[src/rtl/i2s_tx.sv]
// i2s_tx: I2S / left-justified stereo transmitter with a one-pair holding register.
// Optional build macro I2S_TX_MONO_MIX_EN adds a mono input that mixes L/R into both slots.
module i2s_tx #(
    parameter int CLK_HZ      = 32000000,
    parameter int SAMPLE_RATE = 24000,
    parameter int SAMPLE_W    = 16,
    parameter int SLOT_W      = 16,
    parameter int OFFSET_BIN  = 1
) (
    input  logic                clk32,
    input  logic                por,
    input  logic [SAMPLE_W-1:0] audio_l,
    input  logic [SAMPLE_W-1:0] audio_r,
    input  logic                sample_valid,
    output logic                sample_ready,
    input  logic                fmt_i2s,
    input  logic                mute,
`ifdef I2S_TX_MONO_MIX_EN
    input  logic                mono,
`endif
    output logic                i2s_bck,
    output logic                i2s_ws,
    output logic                i2s_din,
    output logic                frame_strobe,
    output logic                underrun
);

    localparam int DIV   = CLK_HZ / (SAMPLE_RATE * 2 * SLOT_W * 2);
    localparam int DIV_W = (DIV > 1) ? $clog2(DIV) : 1;
    localparam int FW    = 2 * SLOT_W;
    localparam int BW    = $clog2(FW);

    if (DIV < 1) begin : g_bad_div
        $error("i2s_tx: DIV < 1, clk32 too slow for SAMPLE_RATE and SLOT_W");
    end
    if (SLOT_W < SAMPLE_W) begin : g_bad_slot
        $error("i2s_tx: SLOT_W must be >= SAMPLE_W");
    end

    // Slot image: sample MSB-first (MSB optionally inverted), zero padded on the right.
    function automatic logic [SLOT_W-1:0] enc(input logic [SAMPLE_W-1:0] s);
        logic [SAMPLE_W-1:0] t;
        t = s;
        t[SAMPLE_W-1] = t[SAMPLE_W-1] ^ (OFFSET_BIN != 0);
        return SLOT_W'(t) << (SLOT_W - SAMPLE_W);
    endfunction

    logic [DIV_W-1:0]    div_cnt_q, div_cnt_d;
    logic [BW-1:0]       bit_cnt_q, bit_cnt_d, nxt_bit;
    logic                bck_q, bck_d, ws_q, ws_d, din_q, din_d;
    logic                strobe_q, strobe_d, underrun_q, underrun_d;
    logic                ready_q, ready_d, full_q, full_d, fmt_q, fmt_d;
    logic [SAMPLE_W-1:0] hold_l_q, hold_l_d, hold_r_q, hold_r_d, src_l, src_r;
    logic [FW-1:0]       frame_q, frame_d, lj_word, i2s_word;
    logic                tick, fall, load, handshake;
`ifdef I2S_TX_MONO_MIX_EN
    logic [SAMPLE_W:0]   mix_sum;
`endif

    always_comb begin
        tick      = (div_cnt_q == DIV_W'(DIV - 1));
        fall      = tick && bck_q;
        load      = fall && (bit_cnt_q == BW'(FW - 1));
        nxt_bit   = (bit_cnt_q == BW'(FW - 1)) ? '0 : bit_cnt_q + BW'(1);
        handshake = sample_valid && ready_q;

        src_l = hold_l_q;
        src_r = hold_r_q;
`ifdef I2S_TX_MONO_MIX_EN
        mix_sum = {hold_l_q[SAMPLE_W-1], hold_l_q} + {hold_r_q[SAMPLE_W-1], hold_r_q};
        if (mono) begin
            src_l = mix_sum[SAMPLE_W:1];
            src_r = mix_sum[SAMPLE_W:1];
        end
`endif
        if (mute) begin
            src_l = '0;
            src_r = '0;
        end

        div_cnt_d  = tick ? '0 : div_cnt_q + DIV_W'(1);
        bck_d      = tick ? ~bck_q : bck_q;
        bit_cnt_d  = fall ? nxt_bit : bit_cnt_q;
        frame_d    = frame_q;
        fmt_d      = fmt_q;
        full_d     = full_q;
        hold_l_d   = hold_l_q;
        hold_r_d   = hold_r_q;
        strobe_d   = load;
        underrun_d = load && !full_q;

        if (load) begin
            fmt_d = fmt_i2s;
            if (full_q || mute) frame_d = {enc(src_l), enc(src_r)};
            full_d = 1'b0;
        end
        if (handshake) begin
            hold_l_d = audio_l;
            hold_r_d = audio_r;
            full_d   = 1'b1;
        end
        ready_d = !full_d;

        // Bit 0 of an I2S frame still carries the outgoing frame's last bit, hence frame_q.
        ws_d     = ws_q;
        din_d    = din_q;
        lj_word  = frame_d << nxt_bit;
        i2s_word = frame_d << (nxt_bit - BW'(1));
        if (fall) begin
            ws_d = (nxt_bit >= BW'(SLOT_W));
            if (!fmt_d)               din_d = lj_word[FW-1];
            else if (nxt_bit == '0)   din_d = frame_q[0];
            else                      din_d = i2s_word[FW-1];
        end
    end

    always_ff @(posedge clk32 or posedge por) begin
        if (por) begin
            div_cnt_q  <= '0;
            bit_cnt_q  <= '0;
            bck_q      <= 1'b0;
            ws_q       <= 1'b0;
            din_q      <= 1'b0;
            strobe_q   <= 1'b0;
            underrun_q <= 1'b0;
            ready_q    <= 1'b0;
            full_q     <= 1'b0;
            fmt_q      <= 1'b0;
            hold_l_q   <= '0;
            hold_r_q   <= '0;
            frame_q    <= {enc('0), enc('0)};
        end else begin
            div_cnt_q  <= div_cnt_d;
            bit_cnt_q  <= bit_cnt_d;
            bck_q      <= bck_d;
            ws_q       <= ws_d;
            din_q      <= din_d;
            strobe_q   <= strobe_d;
            underrun_q <= underrun_d;
            ready_q    <= ready_d;
            full_q     <= full_d;
            fmt_q      <= fmt_d;
            hold_l_q   <= hold_l_d;
            hold_r_q   <= hold_r_d;
            frame_q    <= frame_d;
        end
    end

    assign sample_ready = ready_q;
    assign i2s_bck      = bck_q;
    assign i2s_ws       = ws_q;
    assign i2s_din      = din_q;
    assign frame_strobe = strobe_q;
    assign underrun     = underrun_q;

endmodule

[config.mk]
export PLATFORM = sky130hd
export DESIGN_NAME = i2s_tx
export DESIGN_NICKNAME = d
export VERILOG_FILES = /design/src/rtl/i2s_tx.sv
export SDC_FILE = /design/constraint.sdc
export NUM_CORES = 1
export LEC_CHECK = 0
export CAP_MARGIN = 20
export CORE_MARGIN = 2
export CORE_UTILIZATION = 57
export DETAILED_ROUTE_END_ITERATION = 7
export GPL_ROUTABILITY_DRIVEN = 0
export PLACE_DENSITY = 0.79
export SYNTH_ARGS = -nofsm -noshare
export SYNTH_HDL_FRONTEND = slang
export SYNTH_SLANG_ARGS = --single-unit
[constraint.sdc]
create_clock -name clk32 -period 3.9 [get_ports clk32]
set_clock_uncertainty 0.1 [all_clocks]
set_input_delay 0.39 -clock clk32 [delete_from_list [all_inputs] [get_ports clk32]]
set_output_delay 0.39 -clock clk32 [all_outputs]
set_load 0.01 [all_outputs]
==> impl_metrics.toml <==
[status]
status = "completed"

[synth]
muxShareOfSynthArea_pct = 14.5
synth_area_leaders = "dfrtp_1 45%, mux2_2 9.8%, nand2_1 3.0%, mux4_2 2.6%, nor2b_1 2.3%"
async_reset_ff_share_pct = 100
synth_seq_cells = 81
ys_warn_count = 0
syn_inst = 408
synthSimpleGateAreaFrac_pct = 12.6
synth_area_sq_um = 4360
yosysTopAreaCell = "dfrtp_1"
synthFlopType = "dfrtp_1"
yosys.area.top_type_share_pct = 45.3
ys_seq_area_share_pct = 46.5
synth_fp_nets = 450
synth_compound_area_share_pct = 19.3
synth_top_family_by_area = "compound AO/OA/AOI/OAI gates"
synthAdderAreaFrac_pct = 1.43
synth-edff-count = 0
post_synth_num_cell_types = 69
avgSynthCellArea_sq_um = 10.7
synth_xor_area_share_pct = 1.00

[worst_setup_path]
end_kind = "flop"
worstSetupPathType = "reg -> reg"
crit_path_start_kind = "flop"
cp_max_fo = 19
critPathArrivalTime_ns = 3.69
required_ns = 4.05
r2r_cells = 11

[floorplan]
initial_core_util_pct = 59.5
num_rows = 31
io_pins = 43
dieArea_sq_um = 8370
core_area_sq_um = 7330
die_h_um = 91.5
die_x_um = 91.5

[route]
postRouteAntennaNets = 0
drt_iter0_markers = 330
drc_errors = 0
wl_per_cell_um = 19.1
vias_per_cell = 6.54
dr.pass1.iters = 6
dr_total_vias = 3589
routed_wl_um = 10500

[power_and_ir_drop]
switchingPower_mw = 0.333
totalPowerFinal_mw = 1.48
p_sw_share_pct = 22.5
p_clk_share_pct = 38.4
power_density_nw_per_um2 = 294
power_leakage_nw = 2.36
seq_power_share_pct = 57.1
combPwrFrac_pct = 4.5
ir_drop_v = 0.000192
power.internal_mw = 1.14

[timing]
setup_viol = 0
finalHoldViolCount = 0
setup_ws_ns = 0.362
finalMaxSlewViolations = 0
period_share_pct = 90.7
post-route-min-period_ns = 3.54
worst_slew_pin_slew_ns = 0.843
relSlewSlack_pct = 43.6
rsz0062_at_grt = "no"
max_freq_ghz = 0.283
fin_tns_setup_ns = 0

[placement]
place_hpwl_um = 7480
place_inst = 533
pre_cts_ws_ns = 0.473
port_buffers = 42

[global_routing]
grt_max_degree = 36
overflow = 0
grt_pass1_wl_um = 17300
grt_pass1_vias = 3467
antenna_found_initial = 0
grt_usage_pct = 26.2

[clock_network]
clock_sinks = 81
clkTransAtPathRegs_ns = 0.08
clockBufferDepth = 2
insertion_delay_ns = 0.36
htreeDepth = 3
cts_tree = "done"
cts_hold_buffers = 0
cts_resized = 0
cts_setup_buffers = 0
cts_made_buffers = 9
cts_root_buffer = "clkbuf_8"

[layout]
nNetsFinal = 487
antennaDiodeCount = 0
area_growth_pct = 15.4
final_common_cell = "dfrtp_1"
mostFrequentLayoutCells = "79 x dfrtp_1, 42 x clkdlybuf4s50_1, 38 x mux2_2"
drive_above_1_share_pct = 19.6
final_cells = 549

[job]
drv_cap = 0

[worst_hold_path]
hold_path_class = "in -> async"
==> layer usage <==
layer | vias up | GRT usage (%) | share of wire [%]
li1 | 1593 | - | -
met1 | 1730 | 36.1 | 43
met2 | 214 | 39.7 | 45
met3 | 52 | 5.39 | 7.9
met4 | 0 | 12.5 | 4.0
met5 | - | 0 | 0
==> registers in the layout, indices dropped and copies added, names as in the netlist <==
register / count
frame_strobe: 1
full_q: 1
hold_r_q: 16
bit_cnt_q: 5
i2s_bck: 1
i2s_din: 1
fmt_q: 1
underrun: 1
hold_l_q: 16
frame_q: 32
div_cnt_q: 5
sample_ready: 1
==> critical path: stages (launching register included) <==
cell	delay, ns
dfrtp_1	0.45
ha_1	0.30
and3_1	0.23
ha_1	0.26
or2_2	0.51
and2_1	0.29
a22oi_1	0.18
o221ai_1	0.15
nor4_1	0.34
nor4_1	0.09
a221o_1	0.27
a32o_1	0.25
==> logic make-up (layout without fill, tap and decap cells) <==
group                      after synthesis  after routing
xor gates and xnor gates                 5              5
adders and majority gates                5              5
muxes                                   52             52
buffers and inverters                   43             85
AOI/OAI and AO/OA                      115            115
DFF                                     81             81
and+or+nand+nor                        107            107
==> final timing paths <==
| kind | slack, ns | to | startpoint |
|---|---|---|---|
| setup reg to reg | 0.36 | i2s_din | bit_cnt_q[0] |
| hold reg to reg | 0.37 | div_cnt_q[0] | div_cnt_q[0] |
| max in group asynchronous | 2.63 | frame_q[15] | por |
| setup / recovery | 0.36 | i2s_din | bit_cnt_q[0] |
| hold / removal | 0.29 | hold_r_q[0] | por |
| min in group clk32 | 0.37 | div_cnt_q[0] | div_cnt_q[0] |
==> power groups by stage <==
stage               logic, mW  clock network, mW  registers [mW]
floorplan              0.0217                  0           0.860
global placement       0.0661                  0           0.860
detailed placement     0.0675                  0           0.860
CTS                    0.0678              0.578           0.844
global route           0.0737              0.615           0.844
finish                 0.0663              0.567           0.844
==> Yosys cell counts (3+ instances only) <==
| cell type | n |
|---|---|
| nand2b_1 | 3 |
| dfrtp_1 | 79 |
| a311oi_1 | 4 |
| nor2b_1 | 16 |
| ha_1 | 5 |
| o2bb2ai_1 | 3 |
| nor2_1 | 22 |
| and2_1 | 4 |
| o22ai_1 | 4 |
| a41oi_1 | 4 |
| a22oi_1 | 7 |
| clkbuf_1 | 13 |
| a22o_1 | 3 |
| xor2_1 | 3 |
| o21ai_0 | 19 |
| buf_1 | 4 |
| mux4_2 | 5 |
| a21oi_1 | 15 |
| nand2_1 | 35 |
| o31a_1 | 10 |
| nand3_1 | 9 |
| buf_6 | 4 |
| mux2i_1 | 9 |
| a21o_1 | 8 |
| inv_1 | 13 |
| mux2_2 | 38 |
| a31oi_1 | 8 |
| buf_2 | 6 |
==> through the flow <==
step	instance area (sq um)	utilization, %	hold WS, ns
finish	5030	68.6	0.294
global route	5030	68.6	0.345
CTS	5030	68.6	0.309
detailed placement	4850	66.2	0.361
global placement	4850	66.2	0.346
floorplan	4360	-	0.304
==> final cells by class <==
| class | instances | area (sq um) |
|---|---|---|
| Tap cell | 99 | 124 |
| Sequential cell | 81 | 2030 |
| Clock buffer | 12 | 155 |
| Multi-Input combinational cell | 284 | 2130 |
| Fill cell | 568 | 2300 |
| Inverter | 15 | 57.6 |
| Clock inverter | 4 | 27.5 |
| Timing Repair Buffer | 54 | 510 |
Power figures use the tool's default switching activity.
